**config.mk**
```make
export PLATFORM = sky130hd
export DESIGN_NAME = rv32i_instr_encoder_flat
export DESIGN_NICKNAME = d
export VERILOG_FILES = /design/src/rtl/fe_pkg.sv /design/src/rtl/rv32i_instr_encoder_if.sv /design/src/rtl/rv32i_instr_encoder.sv /design/src/flat_wrapper.sv
export SDC_FILE = /design/constraint.sdc
export NUM_CORES = 1
export LEC_CHECK = 0
export BUFFER_PORTS_ARGS = -buffer_cell sky130_fd_sc_hd__clkbuf_2
export CAP_MARGIN = 20
export CORE_UTILIZATION = 35
export DETAILED_ROUTE_END_ITERATION = 6
export PLACE_DENSITY = 0.63
export SLEW_MARGIN = 20
export SYNTH_ARGS = -nofsm -noshare
export SYNTH_HDL_FRONTEND = slang
export SYNTH_SLANG_ARGS = --single-unit
```
**constraint.sdc**
```tcl
create_clock -name clk -period 2.7 [get_ports clk]
set_input_delay 0.54 -clock clk [delete_from_list [all_inputs] [get_ports clk]]
set_output_delay 0.54 -clock clk [all_outputs]
set_load 0.01 [all_outputs]
```
**src/rtl/fe_pkg.sv**
```systemverilog
// rtl/fe_pkg.sv - RV32I mnemonic and opcode enumerations shared by the front end
package fe_pkg;

    typedef enum logic [5:0] {
        NULL   = 6'd0,
        LUI    = 6'd1,
        AUIPC  = 6'd2,
        JAL    = 6'd3,
        JALR   = 6'd4,
        BEQ    = 6'd5,
        BNE    = 6'd6,
        BLT    = 6'd7,
        BGE    = 6'd8,
        BLTU   = 6'd9,
        BGEU   = 6'd10,
        LB     = 6'd11,
        LH     = 6'd12,
        LW     = 6'd13,
        LBU    = 6'd14,
        LHU    = 6'd15,
        SB     = 6'd16,
        SH     = 6'd17,
        SW     = 6'd18,
        ADDI   = 6'd19,
        SLTI   = 6'd20,
        SLTIU  = 6'd21,
        XORI   = 6'd22,
        ORI    = 6'd23,
        ANDI   = 6'd24,
        SLLI   = 6'd25,
        SRLI   = 6'd26,
        SRAI   = 6'd27,
        ADD    = 6'd28,
        SUB    = 6'd29,
        SLL    = 6'd30,
        SLT    = 6'd31,
        SLTU   = 6'd32,
        XOR    = 6'd33,
        SRL    = 6'd34,
        SRA    = 6'd35,
        OR     = 6'd36,
        AND    = 6'd37,
        ECALL  = 6'd38,
        EBREAK = 6'd39
    } RV32I_INSTRUCTION_MNEMONIC_t;

    typedef enum logic [6:0] {
        OPC_LOAD   = 7'b0000011,
        OPC_OP_IMM = 7'b0010011,
        OPC_AUIPC  = 7'b0010111,
        OPC_STORE  = 7'b0100011,
        OPC_OP     = 7'b0110011,
        OPC_LUI    = 7'b0110111,
        OPC_BRANCH = 7'b1100011,
        OPC_JALR   = 7'b1100111,
        OPC_JAL    = 7'b1101111,
        OPC_SYSTEM = 7'b1110011
    } RV32I_OPCODE_t;

endpackage

```
**src/rtl/rv32i_instr_encoder_if.sv**
```systemverilog
// rtl/rv32i_instr_encoder_if.sv - request and encoded-word stream signals of the encoder
interface rv32i_instr_encoder_if #(
    parameter int ADDR_W = 32
) ();
    logic                                in_valid;
    logic                                in_ready;
    fe_pkg::RV32I_INSTRUCTION_MNEMONIC_t in_mnem;
    logic [4:0]                          in_rd;
    logic [4:0]                          in_rs1;
    logic [4:0]                          in_rs2;
    logic [31:0]                         in_imm;
    logic                                out_valid;
    logic                                out_ready;
    logic [31:0]                         out_data;
    logic [ADDR_W-1:0]                   out_addr;

    modport master (
        output in_valid, in_mnem, in_rd, in_rs1, in_rs2, in_imm, out_ready,
        input  in_ready, out_valid, out_data, out_addr
    );

    modport slave (
        input  in_valid, in_mnem, in_rd, in_rs1, in_rs2, in_imm, out_ready,
        output in_ready, out_valid, out_data, out_addr
    );
endinterface

```
**src/rtl/rv32i_instr_encoder.sv**
```systemverilog
// rtl/rv32i_instr_encoder.sv - mnemonic + operands to RV32I word, streamed with auto-incrementing address
module rv32i_instr_encoder #(
    parameter int                ADDR_W    = 32,
    parameter logic [ADDR_W-1:0] BASE_ADDR = '0
) (
    input  logic                        clk,
    input  logic                        rst_n,
    rv32i_instr_encoder_if.slave        bus,
    input  logic                        addr_clr,
    output logic                        err,
    output logic [7:0]                  err_cnt
);
    import fe_pkg::*;

    typedef enum logic [1:0] {S_IDLE, S_ENCODE, S_EMIT} state_t;
    typedef enum logic [3:0] {F_R, F_I, F_SH, F_S, F_B, F_J, F_U, F_SYS, F_BAD} fmt_t;

    state_t                      state, state_nxt;
    RV32I_INSTRUCTION_MNEMONIC_t mnem_q;
    logic [4:0]                  rd_q, rs1_q, rs2_q;
    logic [31:0]                 imm_q;
    logic signed [31:0]          imm_s;
    logic [31:0]                 data_q;
    logic [ADDR_W-1:0]           addr_q, counter;
    fmt_t                        fmt;
    RV32I_OPCODE_t               opc;
    logic [2:0]                  f3;
    logic [6:0]                  f7;
    logic [31:0]                 word;
    logic                        legal;
    logic                        in_ready_c, out_valid_c, err_c;

    assign imm_s         = imm_q;
    assign bus.in_ready  = in_ready_c;
    assign bus.out_valid = out_valid_c;
    assign bus.out_data  = data_q;
    assign bus.out_addr  = addr_q;
    assign err           = err_c;

    // Mnemonic to instruction format, opcode and function fields
    always_comb begin
        fmt = F_BAD;
        opc = OPC_OP;
        f3  = 3'd0;
        f7  = 7'd0;
        case (mnem_q)
            LUI:    begin fmt = F_U;  opc = OPC_LUI;    end
            AUIPC:  begin fmt = F_U;  opc = OPC_AUIPC;  end
            JAL:    begin fmt = F_J;  opc = OPC_JAL;    end
            JALR:   begin fmt = F_I;  opc = OPC_JALR;   end
            BEQ:    begin fmt = F_B;  opc = OPC_BRANCH; f3 = 3'd0; end
            BNE:    begin fmt = F_B;  opc = OPC_BRANCH; f3 = 3'd1; end
            BLT:    begin fmt = F_B;  opc = OPC_BRANCH; f3 = 3'd4; end
            BGE:    begin fmt = F_B;  opc = OPC_BRANCH; f3 = 3'd5; end
            BLTU:   begin fmt = F_B;  opc = OPC_BRANCH; f3 = 3'd6; end
            BGEU:   begin fmt = F_B;  opc = OPC_BRANCH; f3 = 3'd7; end
            LB:     begin fmt = F_I;  opc = OPC_LOAD;   f3 = 3'd0; end
            LH:     begin fmt = F_I;  opc = OPC_LOAD;   f3 = 3'd1; end
            LW:     begin fmt = F_I;  opc = OPC_LOAD;   f3 = 3'd2; end
            LBU:    begin fmt = F_I;  opc = OPC_LOAD;   f3 = 3'd4; end
            LHU:    begin fmt = F_I;  opc = OPC_LOAD;   f3 = 3'd5; end
            SB:     begin fmt = F_S;  opc = OPC_STORE;  f3 = 3'd0; end
            SH:     begin fmt = F_S;  opc = OPC_STORE;  f3 = 3'd1; end
            SW:     begin fmt = F_S;  opc = OPC_STORE;  f3 = 3'd2; end
            ADDI:   begin fmt = F_I;  opc = OPC_OP_IMM; f3 = 3'd0; end
            SLTI:   begin fmt = F_I;  opc = OPC_OP_IMM; f3 = 3'd2; end
            SLTIU:  begin fmt = F_I;  opc = OPC_OP_IMM; f3 = 3'd3; end
            XORI:   begin fmt = F_I;  opc = OPC_OP_IMM; f3 = 3'd4; end
            ORI:    begin fmt = F_I;  opc = OPC_OP_IMM; f3 = 3'd6; end
            ANDI:   begin fmt = F_I;  opc = OPC_OP_IMM; f3 = 3'd7; end
            SLLI:   begin fmt = F_SH; opc = OPC_OP_IMM; f3 = 3'd1; end
            SRLI:   begin fmt = F_SH; opc = OPC_OP_IMM; f3 = 3'd5; end
            SRAI:   begin fmt = F_SH; opc = OPC_OP_IMM; f3 = 3'd5; f7 = 7'b0100000; end
            ADD:    begin fmt = F_R;  f3 = 3'd0; end
            SUB:    begin fmt = F_R;  f3 = 3'd0; f7 = 7'b0100000; end
            SLL:    begin fmt = F_R;  f3 = 3'd1; end
            SLT:    begin fmt = F_R;  f3 = 3'd2; end
            SLTU:   begin fmt = F_R;  f3 = 3'd3; end
            XOR:    begin fmt = F_R;  f3 = 3'd4; end
            SRL:    begin fmt = F_R;  f3 = 3'd5; end
            SRA:    begin fmt = F_R;  f3 = 3'd5; f7 = 7'b0100000; end
            OR:     begin fmt = F_R;  f3 = 3'd6; end
            AND:    begin fmt = F_R;  f3 = 3'd7; end
            ECALL:  begin fmt = F_SYS; opc = OPC_SYSTEM; end
            EBREAK: begin fmt = F_SYS; opc = OPC_SYSTEM; end
            default: fmt = F_BAD;
        endcase
    end

    // Field packing per format; fields a format does not use are left as zero
    always_comb begin
        word  = 32'd0;
        legal = 1'b0;
        case (fmt)
            F_R: begin
                word  = {f7, rs2_q, rs1_q, f3, rd_q, opc};
                legal = 1'b1;
            end
            F_I: begin
                word  = {imm_q[11:0], rs1_q, f3, rd_q, opc};
                legal = (imm_s >= -32'sd2048) && (imm_s <= 32'sd2047);
            end
            F_SH: begin
                word  = {f7, imm_q[4:0], rs1_q, f3, rd_q, opc};
                legal = (imm_q < 32'd32);
            end
            F_S: begin
                word  = {imm_q[11:5], rs2_q, rs1_q, f3, imm_q[4:0], opc};
                legal = (imm_s >= -32'sd2048) && (imm_s <= 32'sd2047);
            end
            F_B: begin
                word  = {imm_q[12], imm_q[10:5], rs2_q, rs1_q, f3, imm_q[4:1], imm_q[11], opc};
                legal = (imm_s >= -32'sd4096) && (imm_s <= 32'sd4094) && !imm_q[0];
            end
            F_J: begin
                word  = {imm_q[20], imm_q[10:1], imm_q[11], imm_q[19:12], rd_q, opc};
                legal = (imm_s >= -32'sd1048576) && (imm_s <= 32'sd1048574) && !imm_q[0];
            end
            F_U: begin
                word  = {imm_q[31:12], rd_q, opc};
                legal = (imm_q[11:0] == 12'd0);
            end
            F_SYS: begin
                word  = (mnem_q == EBREAK) ? 32'h0010_0073 : 32'h0000_0073;
                legal = 1'b1;
            end
            default: begin
                word  = 32'd0;
                legal = 1'b0;
            end
        endcase
    end

    // Next-state and handshake outputs
    always_comb begin
        state_nxt   = state;
        in_ready_c  = 1'b0;
        out_valid_c = 1'b0;
        err_c       = 1'b0;
        case (state)
            S_IDLE: begin
                in_ready_c = 1'b1;
                if (bus.in_valid) state_nxt = S_ENCODE;
            end
            S_ENCODE: begin
                err_c     = !legal;
                state_nxt = legal ? S_EMIT : S_IDLE;
            end
            S_EMIT: begin
                out_valid_c = 1'b1;
                if (bus.out_ready) state_nxt = S_IDLE;
            end
            default: state_nxt = S_IDLE;
        endcase
    end

    // State register
    always_ff @(posedge clk or negedge rst_n) begin
        if (!rst_n) state <= S_IDLE;
        else        state <= state_nxt;
    end

    // Request capture on accept so later input changes cannot disturb the encode
    always_ff @(posedge clk or negedge rst_n) begin
        if (!rst_n) begin
            mnem_q <= NULL;
            rd_q   <= 5'd0;
            rs1_q  <= 5'd0;
            rs2_q  <= 5'd0;
            imm_q  <= 32'd0;
        end else if (state == S_IDLE && bus.in_valid) begin
            mnem_q <= bus.in_mnem;
            rd_q   <= bus.in_rd;
            rs1_q  <= bus.in_rs1;
            rs2_q  <= bus.in_rs2;
            imm_q  <= bus.in_imm;
        end
    end

    // Output word and its address, frozen from ENCODE until the EMIT handshake
    always_ff @(posedge clk or negedge rst_n) begin
        if (!rst_n) begin
            data_q <= 32'd0;
            addr_q <= BASE_ADDR;
        end else if (state == S_ENCODE && legal) begin
            data_q <= word;
            addr_q <= counter;
        end
    end

    // Address counter; a clear takes priority over the post-handshake increment
    always_ff @(posedge clk or negedge rst_n) begin
        if (!rst_n)                              counter <= BASE_ADDR;
        else if (addr_clr)                       counter <= BASE_ADDR;
        else if (state == S_EMIT && bus.out_ready) counter <= counter + ADDR_W'(4);
    end

    // Saturating count of rejected requests
    always_ff @(posedge clk or negedge rst_n) begin
        if (!rst_n)                          err_cnt <= 8'd0;
        else if (err_c && err_cnt != 8'hFF)  err_cnt <= err_cnt + 8'd1;
    end

endmodule

```
**src/flat_wrapper.sv**
```systemverilog
// flat-port wrapper written by rule: the top's interface ports become plain ports
module rv32i_instr_encoder_flat import fe_pkg::*;
#(
    parameter int                ADDR_W    = 32,
    parameter logic [ADDR_W-1:0] BASE_ADDR = '0
)
  (clk, rst_n, addr_clr, err, err_cnt, bus_in_valid, bus_in_mnem, bus_in_rd, bus_in_rs1, bus_in_rs2, bus_in_imm, bus_out_ready, bus_in_ready, bus_out_valid, bus_out_data, bus_out_addr);
  rv32i_instr_encoder_if #(.ADDR_W(ADDR_W)) bus_i ();
  input  logic clk;
  input  logic rst_n;
  input  logic addr_clr;
  output logic err;
  output logic [7:0] err_cnt;
  input wire logic [$bits(bus_i.in_valid)-1:0] bus_in_valid;
  input wire logic [$bits(bus_i.in_mnem)-1:0] bus_in_mnem;
  input wire logic [$bits(bus_i.in_rd)-1:0] bus_in_rd;
  input wire logic [$bits(bus_i.in_rs1)-1:0] bus_in_rs1;
  input wire logic [$bits(bus_i.in_rs2)-1:0] bus_in_rs2;
  input wire logic [$bits(bus_i.in_imm)-1:0] bus_in_imm;
  input wire logic [$bits(bus_i.out_ready)-1:0] bus_out_ready;
  output wire logic [$bits(bus_i.in_ready)-1:0] bus_in_ready;
  output wire logic [$bits(bus_i.out_valid)-1:0] bus_out_valid;
  output wire logic [$bits(bus_i.out_data)-1:0] bus_out_data;
  output wire logic [$bits(bus_i.out_addr)-1:0] bus_out_addr;
  assign bus_i.in_valid = bus_in_valid;
  assign bus_i.in_mnem = bus_in_mnem;
  assign bus_i.in_rd = bus_in_rd;
  assign bus_i.in_rs1 = bus_in_rs1;
  assign bus_i.in_rs2 = bus_in_rs2;
  assign bus_i.in_imm = bus_in_imm;
  assign bus_i.out_ready = bus_out_ready;
  assign bus_in_ready = bus_i.in_ready;
  assign bus_out_valid = bus_i.out_valid;
  assign bus_out_data = bus_i.out_data;
  assign bus_out_addr = bus_i.out_addr;
  rv32i_instr_encoder #(.ADDR_W(ADDR_W), .BASE_ADDR(BASE_ADDR)) u_core (.clk(clk), .rst_n(rst_n), .bus(bus_i), .addr_clr(addr_clr), .err(err), .err_cnt(err_cnt));
endmodule
```
==> impl_metrics.py <==
metrics = {
    "logic_synthesis": {
        "syn_area_mm2": 0.007540,
        "synth.top_cells.by_area": "dfrtp_1 (51%), mux2_2 (7.5%), mux2_4 (5.8%)",
        "yosysSeqAreaShare": 0.5111,
        "synthArstFlopShare": 1.000,
        "syn_avg_cell_area_um2": 10.97,
        "ys.flop_type": "dfrtp_1",
        "yosysWarnings": 0,
        "synth_seq_cells": 154,
        "synth_cells": 687,
        "synth_top_area_share": 0.5111,
        "yosys.area.top_type": "dfrtp_1",
        "ys_types": 66,
        "synth_edf_count": 0,
    },
    "floorplan": {
        "dieWidth_um": 148.8,
        "core-area_mm2": 0.02109,
        "die_h_um": 148.8,
        "rows": 53,
        "initial_core_util": 0.3575,
        "io-pin-count": 133,
        "die_area_mm2": 0.02213,
    },
    "placement": {
        "dp_hpwl_um": 13910,
        "portBuffers": 130,
        "gp_congestion": 0.8550,
        "place_inst": 1090,
    },
    "layout": {
        "area_growth_pct": 25.24,
        "layout.nets": 907,
        "drive_above_1_share": 0.3814,
        "num_antenna_cells": 0,
        "final_core_utilization": 0.4478,
        "finalNonFillerCells": 1135,
    },
    "sta": {
        "layout_min_cycle_time_ns": 2.828,
        "rsz0062_at_grt": "true",
        "max_slew.worst_pin.slew_ns": 0.6513,
        "hold_viol": 0,
        "setup_slack_ns": -0.1283,
        "setup_viol": 1,
        "fin_skew_ns": 0.01003,
        "min_period_over_period": 1.048,
        "slew_viol_final": 0,
        "max-slew-margin-rel": 0.5624,
        "timing.hold.ws_ns": 0.1253,
        "max_freq_mhz": 353.6,
    },
    "setup_path": {
        "worstSetupEndpointType": "output pin",
        "reg2reg_depth": 9,
        "arrival_ns": 2.29,
        "crit_path_top_delay_cell": "dfrtp_2",
        "cpPeakStageDelay_ns": 0.48,
        "cp_cell_sequence": "o311a_1, or2_0, a21o_1, o221ai_4, a41oi_2, and2_4, buf_8",
        "crit_fanout": 7,
        "crit_type": "register to output pin",
        "startpoint_type": "register",
        "required_ns": 2.16,
    },
    "power": {
        "intPower_mw": 5.687,
        "power_density_mw_per_mm2": 955.4,
        "combinationalPowerShare": 0.373,
        "p_total_mw": 9.022,
        "p_clk_frac": 0.251,
        "swShare": 0.3697,
        "leakagePower_nw": 4.403,
        "ir_drop_uv": 505.4,
        "switchingPower_mw": 3.335,
        "seqPwrFrac": 0.376,
    },
    "clock_network": {
        "root_buffer": "clkbuf_16",
        "cts.sinks": 154,
        "cts_inserted_buffers": 17,
        "cts_tree": "built",
        "clk_pin_slew_ns": 0.07,
        "clk_path_buf_depth": 2,
        "clk_latency_ns": 0.42,
        "h-tree-depth": 4,
        "cts_hold_buf": 0,
    },
    "global_route": {
        "grt_pass1_wl_um": 30530,
        "overflow": 0,
        "grt_max_degree": 68,
        "grt_pass1_vias": 5719,
        "antenna_found_initial": 1,
        "grt_use_total": 0.1776,
    },
    "routing": {
        "ant_nets": 0,
        "vias": 5879,
        "drt-initial-drc-count": 429,
        "avgRoutedWirePerCell_um": 16.82,
        "drt_pre_antenna_iters": 7,
        "route.detailed.drc": 1,
        "viasPerCell": 5.180,
        "totalWireLength_um": 19090,
    },
    "flow_run": {
        "drv_cap": 0,
    },
    "status": {
        "status": "finished with violations",
        "violations": "DRC, setup timing",
    },
    "min_path": {
        "min_path_type": "input pin to async pin",
    },
}
==> layout make-up <==
type | count | area [um^2]
well taps | 275 | 344.1
flip-flops and latches | 154 | 3862
clock buffers | 19 | 452.9
inverters | 10 | 37.54
clock inverters | 13 | 107.6
fillers | 2054 | 11640
repair buffers | 186 | 1150
multi-input cells | 478 | 3488
==> cell families (layout without fill, tap and decap cells) <==
group,count (synthesis),after routing,synth area share
compound gates,128,128,0.1187
xor+xnor,37,37,0.04298
fa+ha+maj,3,3,0.004646
buf+inv,56,228,0.03668
flops,154,154,0.5111
mux,83,83,0.1382
other cells,1,2,0.0004974
simple gates,225,225,0.1472
==> Yosys cell counts, types with 13 or more instances <==
| master | instances |
|---|---|
| dfrtp_1 | 154 |
| nor2_1 | 60 |
| nand2_1 | 52 |
| mux2_2 | 50 |
| o21ai_0 | 39 |
| mux2_4 | 29 |
| nand4_1 | 21 |
| xor2_1 | 20 |
| clkbuf_1 | 19 |
| a21oi_1 | 18 |
| nand3_1 | 17 |
| xnor2_1 | 17 |
| a22oi_1 | 15 |
| nor3_1 | 14 |
| and3_1 | 13 |
==> sequential cells by signal, indices dropped and copies added, names as in the netlist, 5 cells and up <==
signal	flops
u_core.rs1_q	5
u_core.imm_q	32
u_core.counter	30
u_core.mnem_q	6
u_core.rd_q	5
u_core.bus.out_addr	30
u_core.bus.out_data	31
u_core.rs2_q	5
u_core.err_cnt	8
==> worst max-delay path: cells and delay by family (launching register included) <==
kind | cells | cell delay [ns]
simple gates | 2 | 0.40
flops | 1 | 0.48
buf+inv | 1 | 0.12
compound gates | 4 | 0.87
==> routing by layer <==
layer | global-route usage | routed length (um) | up-vias
met5 | 0 | 0 | -
met4 | 0.04286 | 248 | 0
met3 | 0.04434 | 1052 | 20
met2 | 0.2871 | 9124 | 153
met1 | 0.2385 | 8664 | 2899
li1 | - | - | 2807
==> cell usage in the layout, fill, tap and decap left out, types with 20 or more instances in the layout <==
master    instances
buf_4            50
clkbuf_2        128
dfrtp_1         147
mux2_2           50
mux2_4           29
nand2_1          52
nand4_1          21
nor2_1           58
o21ai_0          38
xor2_1           20
==> power groups by stage <==
stage | registers, mW | logic [mW] | clock network, mW
floorplan | 3.34 | 2.00 | 0
global placement | 3.42 | 3.15 | 0
detailed placement | 3.42 | 3.17 | 0
CTS | 3.39 | 3.25 | 2.31
global route | 3.46 | 3.70 | 2.40
finish | 3.39 | 3.37 | 2.26
==> metrics by stage <==
| step | TNS, ns | setup slack, ns | instance area (um^2) |
|---|---|---|---|
| after global placement | 0 | 0.1211 | 8692 |
| after detailed placement | 0 | 0.1298 | 8692 |
| after CTS | -0.1325 | -0.1325 | 9328 |
| final | -0.1283 | -0.1283 | 9443 |
| after global routing | -0.2043 | -0.2043 | 9443 |
| after floorplan | 0 | 0.2749 | 7543 |
==> what timing repair did <==
| action | in CTS | in global routing |
|---|---|---|
| pin swaps | 8 | 7 |
| endpoints found under the setup margin | 1 | 1 |
| setup buffers | 5 | 8 |
| gates cloned | 0 | 0 |
| resized for setup | 11 | 13 |
==> final timing paths <==
path	to	slack (ns)	from
worst min register to register	u_core.bus.out_data[28]	0.48	u_core.bus.out_data[28]
worst min-delay path	u_core.bus.out_addr[10]	0.13	rst_n
worst max-delay path	err	-0.13	u_core.mnem_q[1]
max in group asynchronous	u_core.imm_q[1]	1.86	rst_n
min in group clk	u_core.imm_q[0]	0.33	bus_in_imm[0]
worst max register to register	u_core.bus.out_addr[18]	0.15	u_core.mnem_q[4]
No activity file was read; power rests on OpenSTA's default activity.
